### config.mk
export PLATFORM = sky130hd
export DESIGN_NAME = player_executor
export DESIGN_NICKNAME = d
export VERILOG_FILES = /design/src/rtl/player_executor.sv
export SDC_FILE = /design/constraint.sdc
export NUM_CORES = 1
export LEC_CHECK = 0
export BUFFER_PORTS_ARGS = -buffer_cell sky130_fd_sc_hd__clkbuf_2
export CAP_MARGIN = 15
export CORE_UTILIZATION = 65
export DETAILED_ROUTE_END_ITERATION = 12
export PLACE_DENSITY = 0.86
export SETUP_SLACK_MARGIN = 0.02
export SYNTH_ARGS = -nofsm -noshare
export SYNTH_HDL_FRONTEND = slang
export SYNTH_SLANG_ARGS = --single-unit
### constraint.sdc
create_clock -name clk -period 5.1 [get_ports clk]
set_input_delay 0 -clock clk [delete_from_list [all_inputs] [get_ports clk]]
set_output_delay 0 -clock clk [all_outputs]
set_load 0.05 [all_outputs]
### src/rtl/player_executor.sv
// player_executor
//   Holds the player soul's architectural state: hit points, position inside the
//   dodge box, the invulnerability window and the sticky death flag. It executes
//   the instruction word issued by the game-state machine.
//
// Ports
//   clk               system clock
//   reset             synchronous, active-high reset (priority over all inputs)
//   playerInstruction [15:12] opcode, [11:4] operand, [3:0] unused
//   isMove            qualifies the MOV opcode (held to keep moving)
//   startDmg          one-cycle strobe qualifying HPY / DPY
//   hp                current hit points
//   posX, posY        soul coordinates in pixels
//   isDeath           sticky death flag, cleared only by SHP or reset
//   invincible        hit window running or god mode on
//   hpUpdated         one-cycle pulse whenever hp changes value
module player_executor #(
    parameter int HP_MAX   = 100,
    parameter int X_MIN    = 220,
    parameter int X_MAX    = 420,
    parameter int Y_MIN    = 250,
    parameter int Y_MAX    = 400,
    parameter int STEP     = 2,
    parameter int MOVE_DIV = 500000,
    parameter int IFRAMES  = 50000000
) (
    input  logic        clk,
    input  logic        reset,
    input  logic [15:0] playerInstruction,
    input  logic        isMove,
    input  logic        startDmg,
    output logic [7:0]  hp,
    output logic [9:0]  posX,
    output logic [9:0]  posY,
    output logic        isDeath,
    output logic        invincible,
    output logic        hpUpdated
);

    localparam int MV_W = $clog2(MOVE_DIV);
    localparam int IF_W = $clog2(IFRAMES + 1);

    localparam logic [MV_W-1:0]    MV_LAST = MV_W'(MOVE_DIV - 1);
    localparam logic [IF_W-1:0]    IF_LOAD = IF_W'(IFRAMES - 1);
    localparam logic [7:0]         HP_TOP  = 8'(HP_MAX);
    localparam logic [9:0]         X_CTR   = 10'((X_MIN + X_MAX) / 2);
    localparam logic [9:0]         Y_CTR   = 10'((Y_MIN + Y_MAX) / 2);
    localparam logic signed [10:0] STEP_S  = 11'(STEP);

    localparam logic [3:0] OP_HPY = 4'd1;
    localparam logic [3:0] OP_DPY = 4'd2;
    localparam logic [3:0] OP_IDG = 4'd3;
    localparam logic [3:0] OP_MOV = 4'd5;
    localparam logic [3:0] OP_SHP = 4'd6;

    logic [3:0] opcode;
    logic [7:0] operand;
    logic       unused_bits;

    assign opcode      = playerInstruction[15:12];
    assign operand     = playerInstruction[11:4];
    assign unused_bits = ^playerInstruction[3:0];

    logic            god;
    logic [MV_W-1:0] mv_cnt;
    logic [IF_W-1:0] if_cnt;

    logic [7:0]      hp_n;
    logic [9:0]      x_n, y_n;
    logic            dead_n, god_n, inv_n;
    logic [MV_W-1:0] mv_n;
    logic [IF_W-1:0] if_n;

    // Heal with a 9-bit sum so hp + operand cannot wrap before saturating.
    function automatic logic [7:0] heal_sat(input logic [7:0] cur, input logic [7:0] amt);
        logic [8:0] s;
        s = {1'b0, cur} + {1'b0, amt};
        return (s > {1'b0, HP_TOP}) ? HP_TOP : s[7:0];
    endfunction

    function automatic logic [7:0] dmg_sat(input logic [7:0] cur, input logic [7:0] amt);
        return (cur > amt) ? (cur - amt) : 8'd0;
    endfunction

    // Signed 11-bit step so a move below 0 clamps instead of wrapping.
    function automatic logic [9:0] step_clamp(input logic [9:0] pos,
                                              input logic signed [10:0] delta,
                                              input int lo, input int hi);
        logic signed [10:0] p;
        p = $signed({1'b0, pos}) + delta;
        if (p < $signed(11'(lo)))
            p = $signed(11'(lo));
        else if (p > $signed(11'(hi)))
            p = $signed(11'(hi));
        return p[9:0];
    endfunction

    always_comb begin
        hp_n   = hp;
        x_n    = posX;
        y_n    = posY;
        dead_n = isDeath;
        god_n  = god;
        mv_n   = '0;
        if_n   = (if_cnt != '0) ? if_cnt - 1'b1 : '0;
        // A running window keeps invincible high through the cycle the count hits 0,
        // giving exactly IFRAMES visible cycles per hit.
        inv_n  = (if_cnt != '0);
        case (opcode)
            OP_HPY: if (startDmg) hp_n = heal_sat(hp, operand);
            OP_DPY: begin
                if (startDmg && !invincible && !isDeath) begin
                    hp_n  = dmg_sat(hp, operand);
                    if_n  = IF_LOAD;
                    inv_n = 1'b1;
                    if (hp_n == 8'd0) dead_n = 1'b1;
                end
            end
            OP_IDG: god_n = (operand != 8'd0);
            OP_MOV: begin
                if (isMove) begin
                    if (mv_cnt == MV_LAST) begin
                        if (!isDeath) begin
                            case (operand[1:0])
                                2'd0: y_n = step_clamp(posY, -STEP_S, Y_MIN, Y_MAX);
                                2'd1: x_n = step_clamp(posX, -STEP_S, X_MIN, X_MAX);
                                2'd2: y_n = step_clamp(posY,  STEP_S, Y_MIN, Y_MAX);
                                default: x_n = step_clamp(posX, STEP_S, X_MIN, X_MAX);
                            endcase
                        end
                    end else begin
                        mv_n = mv_cnt + 1'b1;
                    end
                end
            end
            OP_SHP: begin
                hp_n   = (operand > HP_TOP) ? HP_TOP : operand;
                x_n    = X_CTR;
                y_n    = Y_CTR;
                dead_n = 1'b0;
                if_n   = '0;
                inv_n  = 1'b0;
            end
            default: ;
        endcase
        inv_n = inv_n | god_n;
    end

    always_ff @(posedge clk) begin
        if (reset) begin
            hp         <= HP_TOP;
            posX       <= X_CTR;
            posY       <= Y_CTR;
            isDeath    <= 1'b0;
            invincible <= 1'b0;
            hpUpdated  <= 1'b0;
            god        <= 1'b0;
            mv_cnt     <= '0;
            if_cnt     <= '0;
        end else begin
            hp         <= hp_n;
            posX       <= x_n;
            posY       <= y_n;
            isDeath    <= dead_n;
            invincible <= inv_n;
            hpUpdated  <= (hp_n != hp);
            god        <= god_n;
            mv_cnt     <= mv_n;
            if_cnt     <= if_n;
        end
    end

endmodule

## Word level (Yosys, flattened, before mapping)

Cells that the tools add are included.

- Add/subtract/negate cells: 8
- $lt $le $gt $ge: 11
- Equality and inequality tests: 16
- Mux-type cells: 33
- Bitwise gates (word level): 3
- Reduce and logical (&&, ||, !) cells: 15

Operators with widths:

| cell | number |
|---|---|
| 2-to-1 mux 10 bit | 14 |
| one-hot mux 10 bit (2 select lines) | 4 |
| 2-to-1 mux 26 bit | 2 |
| one-hot mux 26 bit (2 select lines) | 1 |
| > comparator 11 x 10 -> 1 bit, second input constant | 4 |
| less-than comparator 11 x 9 -> 1 bit, second input constant | 4 |
| 2-to-1 mux 8 bit | 5 |
| nonzero test 26 bit | 1 |
| subtractor 26 x 1 -> 26 bit, second input constant | 1 |
| one-hot mux 8 bit (3 select lines) | 1 |
| adder 10 x 2 -> 11 bit, second input constant | 2 |
| adder 11 x 2 -> 11 bit, second input constant | 2 |
| adder 19 x 1 -> 19 bit, second input constant | 1 |
| equality test 19 bit, second input constant | 1 |
| != test 2 bit, second input constant | 6 |
| AND reduction 5 bit | 2 |
| adder 8 x 8 -> 9 bit | 1 |
| > comparator 9 x 7 -> 1 bit, second input constant | 1 |
| equality test 4 x 2 -> 1 bit, second input constant | 2 |
| equality test 4 x 3 -> 1 bit, second input constant | 2 |
| > comparator 8 x 7 -> 1 bit, second input constant | 1 |
| > comparator 8 bit | 1 |
| zero test 8 bit | 1 |
| != test 8 bit | 1 |
| 17 further kinds | 25 |

- Flip-flop bits (word level): 77
- Bits of input ports: 20
- Output and inout bits: 31

## Longest topological paths before layout

Gate-level depths: netlist (run 1).

- Depth in word-level cells: 9
- Gate-level depth with buffers: 13
- Gate-level depth less buffers: 13

## Worst setup path before layout (run 1)

OpenSTA, ideal clock, no wires.

- Kind: register to register
- From: register hp[0]
- To: register hpUpdated
- Library setup time: 0.132 ns
- Arrival: 3.024 ns
- Data required time: 4.968 ns
- Setup slack: 1.945 ns
- Stages on the path, launching flop included: 14
- Cells stage by stage: dfxtp_1 inv_1 ha_1 inv_1 fa_1 a211oi_2 o21a_1 nor4_4 a31oi_1 and3_1 a211oi_1 o32ai_1 nor4_1 a31oi_1

- Word-level cells in the longest chain between the ends: 6
- Elaborated cells between the ends (all ways): 10

Ends and longest elaborated chain:

| item | line | source |
|---|---|---|
| from (decl) | 32 | `output logic [7:0] hp,` |
| from (signal assigned) | 161 | `hp <= hp_n;` |
| adder 8 x 8 -> 9 bit | 77 | `s = {1'b0, cur} + {1'b0, amt};` |
| > comparator 9 x 7 -> 1 bit | 78 | `return (s > {1'b0, HP_TOP}) ? HP_TOP : s[7:0];` |
| 2-to-1 mux 8 bit | 78 |  |
| 2-to-1 mux 8 bit | 110 | `OP_HPY: if (startDmg) hp_n = heal_sat(hp, operand);` |
| one-hot mux 8 bit (3 select lines) | 109 | `case (opcode)` |
| != test 8 bit (*) | 166 | `hpUpdated <= (hp_n != hp);` |
| to (signal assigned) | 166 |  |
| to (decl) | 37 | `output logic hpUpdated` |

Mark *: on every way between the ends. The rest lies on a longest branch, timed or not.
A chain may end at the register's enable or synchronous reset.

## Final worst setup path (run 1)

Same ends and word-level chain as after synthesis.

==> impl_metrics.csv, run 1 <==
group,metric,value,unit
timing,fin_crit,3.47,ns
routing,first_pass_iters,7,
layout,num_antenna_cells,0,
floorplanning,ios,51,
floorplanning,dieArea,9840,um2
clocking,root_buffer,"clkbuf_8",
worst_setup_path,ff2ff_path_depth,13,
routing,drc_errors,0,
worst_setup_path,cp-start-kind,"flop",
grt,grt-ovfl-total,0,
outcome,outcome,"finished, final reports clean",
place,port_buffers,45,
grt,grt_first_pass_wirelength,26200,um
power,power.leakage,0.00250,uW
timing,slew_headroom,40.7,%
worst_setup_path,cp_slowest_cell,"a2111oi_1",
layout,nNetsFinal,859,
worst_setup_path,crit_chain,"inv_1, ha_1, inv_1, fa_1, a211oi_2, or3b_2, o311ai_1, a2111oi_1, nor2_1, o31ai_2, nand3_1, nor3_1, a31oi_1",
timing,slew_viol_final,0,
hold_path,hold_class,"in -> reg",
yosys,ys_ff_latch,76,
routing,drt_iter0_markers,403,
grt,grt_start_max_net_pins,25,
routing,wirelength,15700,um
layout,fillers,774,
clocking,path_clk_slew,0.09,ns
layout,area_growth,5.56,%
clocking,post-cts-setup-buffers,0,
floorplanning,die_h,99.2,um
worst_setup_path,cp_num_buf_inv,2,
yosys,synthCells,800,
floorplanning,num_rows,35,
worst_setup_path,path_class,"reg -> reg",
layout,register_area,1520,um2
clocking,cts_resized,0,
clocking,cts_tree,"built",
power,power.density,288,nW/um2
floorplanning,initial_core_util,66.8,%
routing,via_per_inst,6.61,
floorplanning,die_w,99.2,um
timing,max_freq,288,MHz
timing,hold_violations,0,
timing,setup_violations,0,
yosys,synth_nets,846,
yosys,ys_warn_count,0,
power,peakVddDrop,0.189,mV
worst_setup_path,cp_max_fo,6,
worst_setup_path,slowest_delay,0.69,ns
grt,track_usage,32.3,%
grt,grt_pass1_vias,5703,
worst_setup_path,path_delay_family,"compound AO/OA/AOI/OAI gates",
worst_setup_path,crit_arrival,3.69,ns
clocking,cts_max_level,3,
layout,layout-drive-gt1-share,11.6,%
timing,rsz0062_at_grt,"no",
worst_setup_path,cp_data_required_time,5.31,ns
timing,tightest_slew,0.887,ns
worst_setup_path,worst_setup_path_end_kind,"flop",
timing,fin_skew,0.0119,ns
layout,multi_input_area,4250,um2
job,max-cap-violations,0,
worst_setup_path,r2r_start,"hp[0]$_SDFF_PP0_",
yosys,synth.distinct_cells,95,
timing,fin_crit_sh,68.1,%
clocking,cts_hold_buf,0,
floorplanning,core_area,9200,um2
worst_setup_path,reg2reg_to,"hpUpdated$_SDFF_PP0_",
power,p_total,1870,uW
yosys,postSynthAreaPerCell,7.67,um2
yosys,synth_edf_count,0,
routing,antenna_left,0,
yosys,ys_async_sr_fraction,0,%
worst_setup_path,crit_path_start,"hp[0]$_SDFF_PP0_",
yosys,synth_area,6140,um2
worst_setup_path,cpMostUsedCell,"inv_1",
clocking,cts_buffer_depth,2,
worst_setup_path,critPathCapture,"hpUpdated$_SDFF_PP0_",
routing,post_drt_wl_per_cell,16.9,um
grt,antenna_found_initial,0,
worst_setup_path,cp.depth,13,
yosys,yosysSeqAreaShare,24.8,%
clocking,cts_sinks,76,
timing,fin_tns_setup,0,ns
place,place.gp.congestion,0.949,
worst_setup_path,ff2ff_setup_slack,1.63,ns
clocking,cts_made_buffers,9,
yosys,synth_flop_cell,"dfxtp_1",
routing,vias,6144,
place,dp_hpwl,11500,um
clocking,clkLatencyLatePin,0.35,ns
routing by layer:
layer	vias up	part of all wire (%)	GRT usage [%]
li1	2935	-	-
met1	2879	42	41.7
met2	274	47	55.1
met4	0	3.0	12.7
met3	56	7.6	3.94
met5	-	0	0
power by group:
| part | switching (uW) | total [uW] | internal (uW) |
|---|---|---|---|
| clock | 262 | 502 | 240 |
| sequential | 69.1 | 734 | 665 |
| combinational | 377 | 629 | 252 |
| total | 708 | 1870 | 1160 |
layout make-up:
class                           instances  share of cell area (%)
Multi-Input combinational cell        646                    65.5
Sequential cell                        76                    23.5
Timing Repair Buffer                   46                    3.59
Tap cell                              111                    2.14
Inverter                               34                    1.97
Clock buffer                            9                    1.91
Clock inverter                          7                    1.39
layout by cell type, fill, tap and decap left out, types with 5 or more instances in the layout:
cell,synthesis,routed
inv_1,34,34
nand2b_1,12,12
nand4_1,9,9
o211ai_1,9,9
o21bai_1,6,6
o22ai_1,5,5
dfxtp_1,76,76
clkbuf_2,0,45
o21ai_1,7,7
ha_1,24,24
clkbuf_8,0,9
o21ai_0,39,39
a21o_1,8,8
nand4b_1,5,5
and3_1,13,13
nor3_1,21,21
or3_1,5,5
nor3b_1,7,7
nor4_1,9,9
xnor2_1,28,28
nor2_1,96,96
xor2_1,28,28
o21a_1,9,9
a21boi_0,5,5
a31oi_1,10,10
a211oi_1,11,11
a21oi_1,55,55
nand3_1,28,28
a211o_1,5,5
nor2b_1,14,14
nand2_1,65,65
cell families after synthesis:
kind of cell / count (synthesis) / synth area share (%)
mux: 4 / 0.815
flops: 76 / 24.8
xor+xnor: 56 / 7.99
fa+ha+maj: 26 / 5.54
buf+inv: 78 / 6.05
simple gates: 325 / 28.1
compound gates: 234 / 26.7
other cells: 1 / 0.0611
registers in the layout (all words and copies together) (netlist names), 8 cells and up:
name and count:
posY 10, mv_cnt 19, hp 8, if_cnt 26, posX 9
through the flow:
step / hold slack [ns] / cells / utilization, % / cell area (um2) / setup slack (ns)
global placement: 0.414 / 913 / 68.1 / 6270 / 1.74
finish: 0.101 / 929 / 70.5 / 6480 / 1.63
CTS: 0.0770 / 929 / 70.5 / 6480 / 1.71
detailed placement: 0.436 / 913 / 68.1 / 6270 / 1.74
global route: 0.138 / 929 / 70.5 / 6480 / 1.40
floorplan: 0.132 / 800 / - / 6140 / 1.94
synthesized netlist by cell type (all sizes together), types with 4 or more instances:
library cell,count,area (um2)
nor2,97,367
dfxtp,76,1520
nand2,65,244
a21oi,57,293
o21ai,46,230
inv,34,128
buf,28,184
nand3,28,140
xnor2,28,245
xor2,28,245
ha,24,300
nor3,24,141
clkbuf,16,60.1
nor2b,14,87.6
and3,13,81.3
nand2b,13,88.8
nor4,13,124
a211oi,12,95.1
a21o,11,86.3
a31oi,10,62.6
nand4,9,56.3
o211ai,9,67.6
o21a,9,67.6
nor3b,7,52.6
o31ai,7,85.1
o21bai,6,45.0
o22ai,6,43.8
or3,6,42.5
a211o,5,43.8
a21boi,5,37.5
nand4b,5,43.8
a221o,4,40.0
a221oi,4,41.3
a22oi,4,30.0
and2,4,25.0
and4,4,36.3
or4,4,30.0
worst min path at each step:
stage | startpoint | end | slack, ns | cells after the start
after CTS | playerInstruction[12] | god$_SDFF_PP0_ | 0.08 | 3
final | playerInstruction[12] | god$_SDFF_PP0_ | 0.10 | 3
after global routing | playerInstruction[12] | god$_SDFF_PP0_ | 0.14 | 3
after floorplan | reset | posY[0]$_SDFFE_PP1P_ | 0.13 | 2
after global placement | playerInstruction[12] | god$_SDFF_PP0_ | 0.41 | 3
after detailed placement | playerInstruction[12] | god$_SDFF_PP0_ | 0.44 | 3
worst min-delay path: cells and delay by family:
kind                   cells  cell delay, ns
AOI/OAI and AO/OA          1            0.13
buffers and inverters      1            0.15
and+or+nand+nor            1            0.12
No activity file was read; power rests on OpenSTA's default activity.
==> run 2: changes to the inputs <==
Settings changed: CORE_UTILIZATION 65 to 61, PLACE_DENSITY 0.86 to 0.81.
Clock period 5.1 ns to 3.2 ns, I/O delays scaled along.
==> run 2 against run 1 <==
- sequential power up 58%
- non-clock buffer count grew 21
- register-to-register slack got worse by 1.5 ns
- sequential share of layout area decreased by 0.68 points
- clock-buffer cell count up 1
- utilization decreased by 2.2 points
- first-iteration DRC count decreased by 8.7%
- clock power increased by 35%
- critical path type unchanged
- fmax up 14%
- critical endpoint unchanged
- clock skew grew 0.0017 ns
- largest power group unchanged
- hold slack worse by 0.017 ns
==> impl_metrics.csv, run 2 (synthesis gave the netlist of run 1 again) <==
group,metric,value,unit
place,place.gp.congestion,1.03,
clocking,cts_sinks,76,
worst_setup_path,cpMostUsedCell,"a31oi_1",
routing,vias,6189,
routing,wirelength,16300,um
power,power_frac_seq,40.2,%
timing,fin_tns_setup,0,ns
timing,fin_skew,0.0136,ns
worst_setup_path,cp.depth,10,
layout,layout-drive-gt1-share,14.5,%
worst_setup_path,worst_setup_path_end_kind,"flop",
layout,num_antenna_cells,0,
floorplanning,ios,51,
hold_path,hold_class,"in -> reg",
power,pwr-share-comb,36.2,%
worst_setup_path,cp_num_buf_inv,0,
grt,grt_pass1_vias,5661,
layout,largest_reg_flops,26,
floorplanning,core_area,9770,um2
grt,track_usage,32.0,%
hold_path,worstHoldPathCells,3,
routing,via_per_inst,6.37,
job,max-cap-violations,0,
place,dp_cells,954,
worst_setup_path,path_delay_family,"compound AO/OA/AOI/OAI gates",
clocking,cts_made_buffers,9,
grt,top_usage_layer,"met2",
power,power.leakage,0.00259,uW
worst_setup_path,ff2ff_path_depth,10,
layout,area_growth,8.72,%
timing,fin_crit,3.05,ns
timing,max_freq,328,MHz
timing,tightest_slew,0.690,ns
layout,fillers,858,
floorplanning,initial_core_util,62.8,%
routing,antenna_left,0,
power,power.density,431,nW/um2
routing,post_drt_wl_per_cell,16.8,um
worst_setup_path,slowest_delay,0.50,ns
outcome,outcome,"finished, final reports clean",
floorplanning,num_rows,36,
routing,drc_errors,0,
clocking,cts_hold_buf,0,
clocking,cts_buffer_depth,2,
worst_setup_path,crit_chain,"ha_1, o21a_1, o2111ai_1, nor4_4, a31oi_1, and3_1, a211oi_1, o32ai_1, nor4_1, a31oi_1",
timing,slew_viol_final,0,
place,port_buffers,45,
grt,grt_start_max_net_pins,25,
worst_setup_path,cp_slowest_cell,"nor4_4",
timing,slew_headroom,54.0,%
grt,gr-usage-met1,41.2,%
layout,fin_cells,972,
timing,rsz0062_at_grt,"no",
layout,register_area,1520,um2
layout,regMostFlops,"if_cnt",
power,p_int,1760,uW
floorplanning,dieArea,10500,um2
clocking,path_clk_slew,0.08,ns
power,clockPowerShare,23.6,%
grt,grt_first_pass_wirelength,26500,um
layout,multi_input_area,4290,um2
worst_setup_path,crit_arrival,3.26,ns
grt,use_met3,4.51,%
grt,use_met2,55.0,%
clocking,cts_max_level,3,
clocking,root_buffer,"clkbuf_8",
timing,hold_violations,0,
clocking,cts_tree,"built",
place,dp_hpwl,12200,um
worst_setup_path,path_class,"reg -> reg",
layout,nNetsFinal,880,
timing,setup_violations,0,
power,peakVddDrop,0.424,mV
worst_setup_path,cp_max_fo,9,
routing,first_pass_iters,5,
power,switching_power,1120,uW
routing,drt_iter0_markers,368,
worst_setup_path,cp-start-kind,"flop",
grt,grt-ovfl-total,0,
layout,top_regs,"if_cnt x26, mv_cnt x19, posY x10",
worst_setup_path,cp_data_required_time,3.41,ns
layout,layout_commonest_cell,"nor2_1",
layout,final_cell_mix,"nor2_1 (96), dfxtp_1 (76), nand2_1 (65), a21oi_1 (54), clkbuf_2 (45)",
floorplanning,die_h,102,um
grt,antenna_found_initial,0,
timing,fin_crit_sh,95.2,%
floorplanning,die_w,102,um
power,p_sw_share,38.7,%
clocking,clkLatencyLatePin,0.35,ns
-- run 2: cell types whose count changed in the layout (fill, tap and decap cells not counted), sizes merged --
cell,delta
buf,+21
bufinv,-1
clkbuf,+1
clkinv,-2
clkinvlp,+4
inv,-2
-- run 2: area by class of cell --
type,count,share of cell area [%]
Tap cell,133,2.49
Sequential cell,76,22.8
Multi-Input combinational cell,646,64.3
Inverter,34,1.91
Clock inverter,6,0.712
Clock buffer,10,1.91
Timing Repair Buffer,67,5.85
-- run 2: what timing repair did --
action                     CTS  global route
gates resized for setup      1             8
setup endpoints to repair    1             3
hold endpoints to repair     0             0
pin swaps                    0             5
setup buffers                0             2
-- run 2: metal layers --
metal / part of all wire (%) / wire length, um
met5: 0 / 0
met4: 2.1 / 348
met3: 6.8 / 1110
met2: 48 / 7890
met1: 43 / 6950
-- run 2: path summary, 6_finish.rpt --
path / slack, ns / to / start
min: 0.08 / god$_SDFF_PP0_ / playerInstruction[12]
max reg2reg: 0.15 / hpUpdated$_SDFF_PP0_ / hp[7]$_SDFF_PP0_
min reg2reg: 0.47 / if_cnt[0]$_SDFF_PP0_ / if_cnt[0]$_SDFF_PP0_
max: 0.15 / hpUpdated$_SDFF_PP0_ / hp[7]$_SDFF_PP0_
-- run 2: per-stage QoR --
stage | hold WS [ns] | util [%] | area [um2] | setup slack, ns | total power (uW)
2_1_floorplan | 0.132 | - | 6140 | 0.0445 | 1960
3_3_place_gp | 0.414 | 65.9 | 6440 | 0.134 | 2130
3_5_place_dp | 0.427 | 65.9 | 6440 | 0.0611 | 2180
4_1_cts | 0.0527 | 67.7 | 6620 | 0.108 | 2860
5_1_grt | 0.0720 | 68.3 | 6680 | 0.0176 | 3050
6_report | 0.0841 | 68.3 | 6680 | 0.153 | 2880
-- run 2: worst min-delay path: stages --
cell,delay (ns)
clkbuf_2,0.15
a31oi_1,0.12
nor3_1,0.11
-- run 2: power by group through the flow --
| stage | clock, uW | combinational, uW | sequential (uW) |
|---|---|---|---|
| detailed placement | 0 | 1010 | 1180 |
| global placement | 0 | 963 | 1170 |
| CTS | 692 | 1010 | 1160 |
| global route | 727 | 1150 | 1170 |
| finish | 679 | 1040 | 1160 |
| floorplan | 0 | 758 | 1200 |
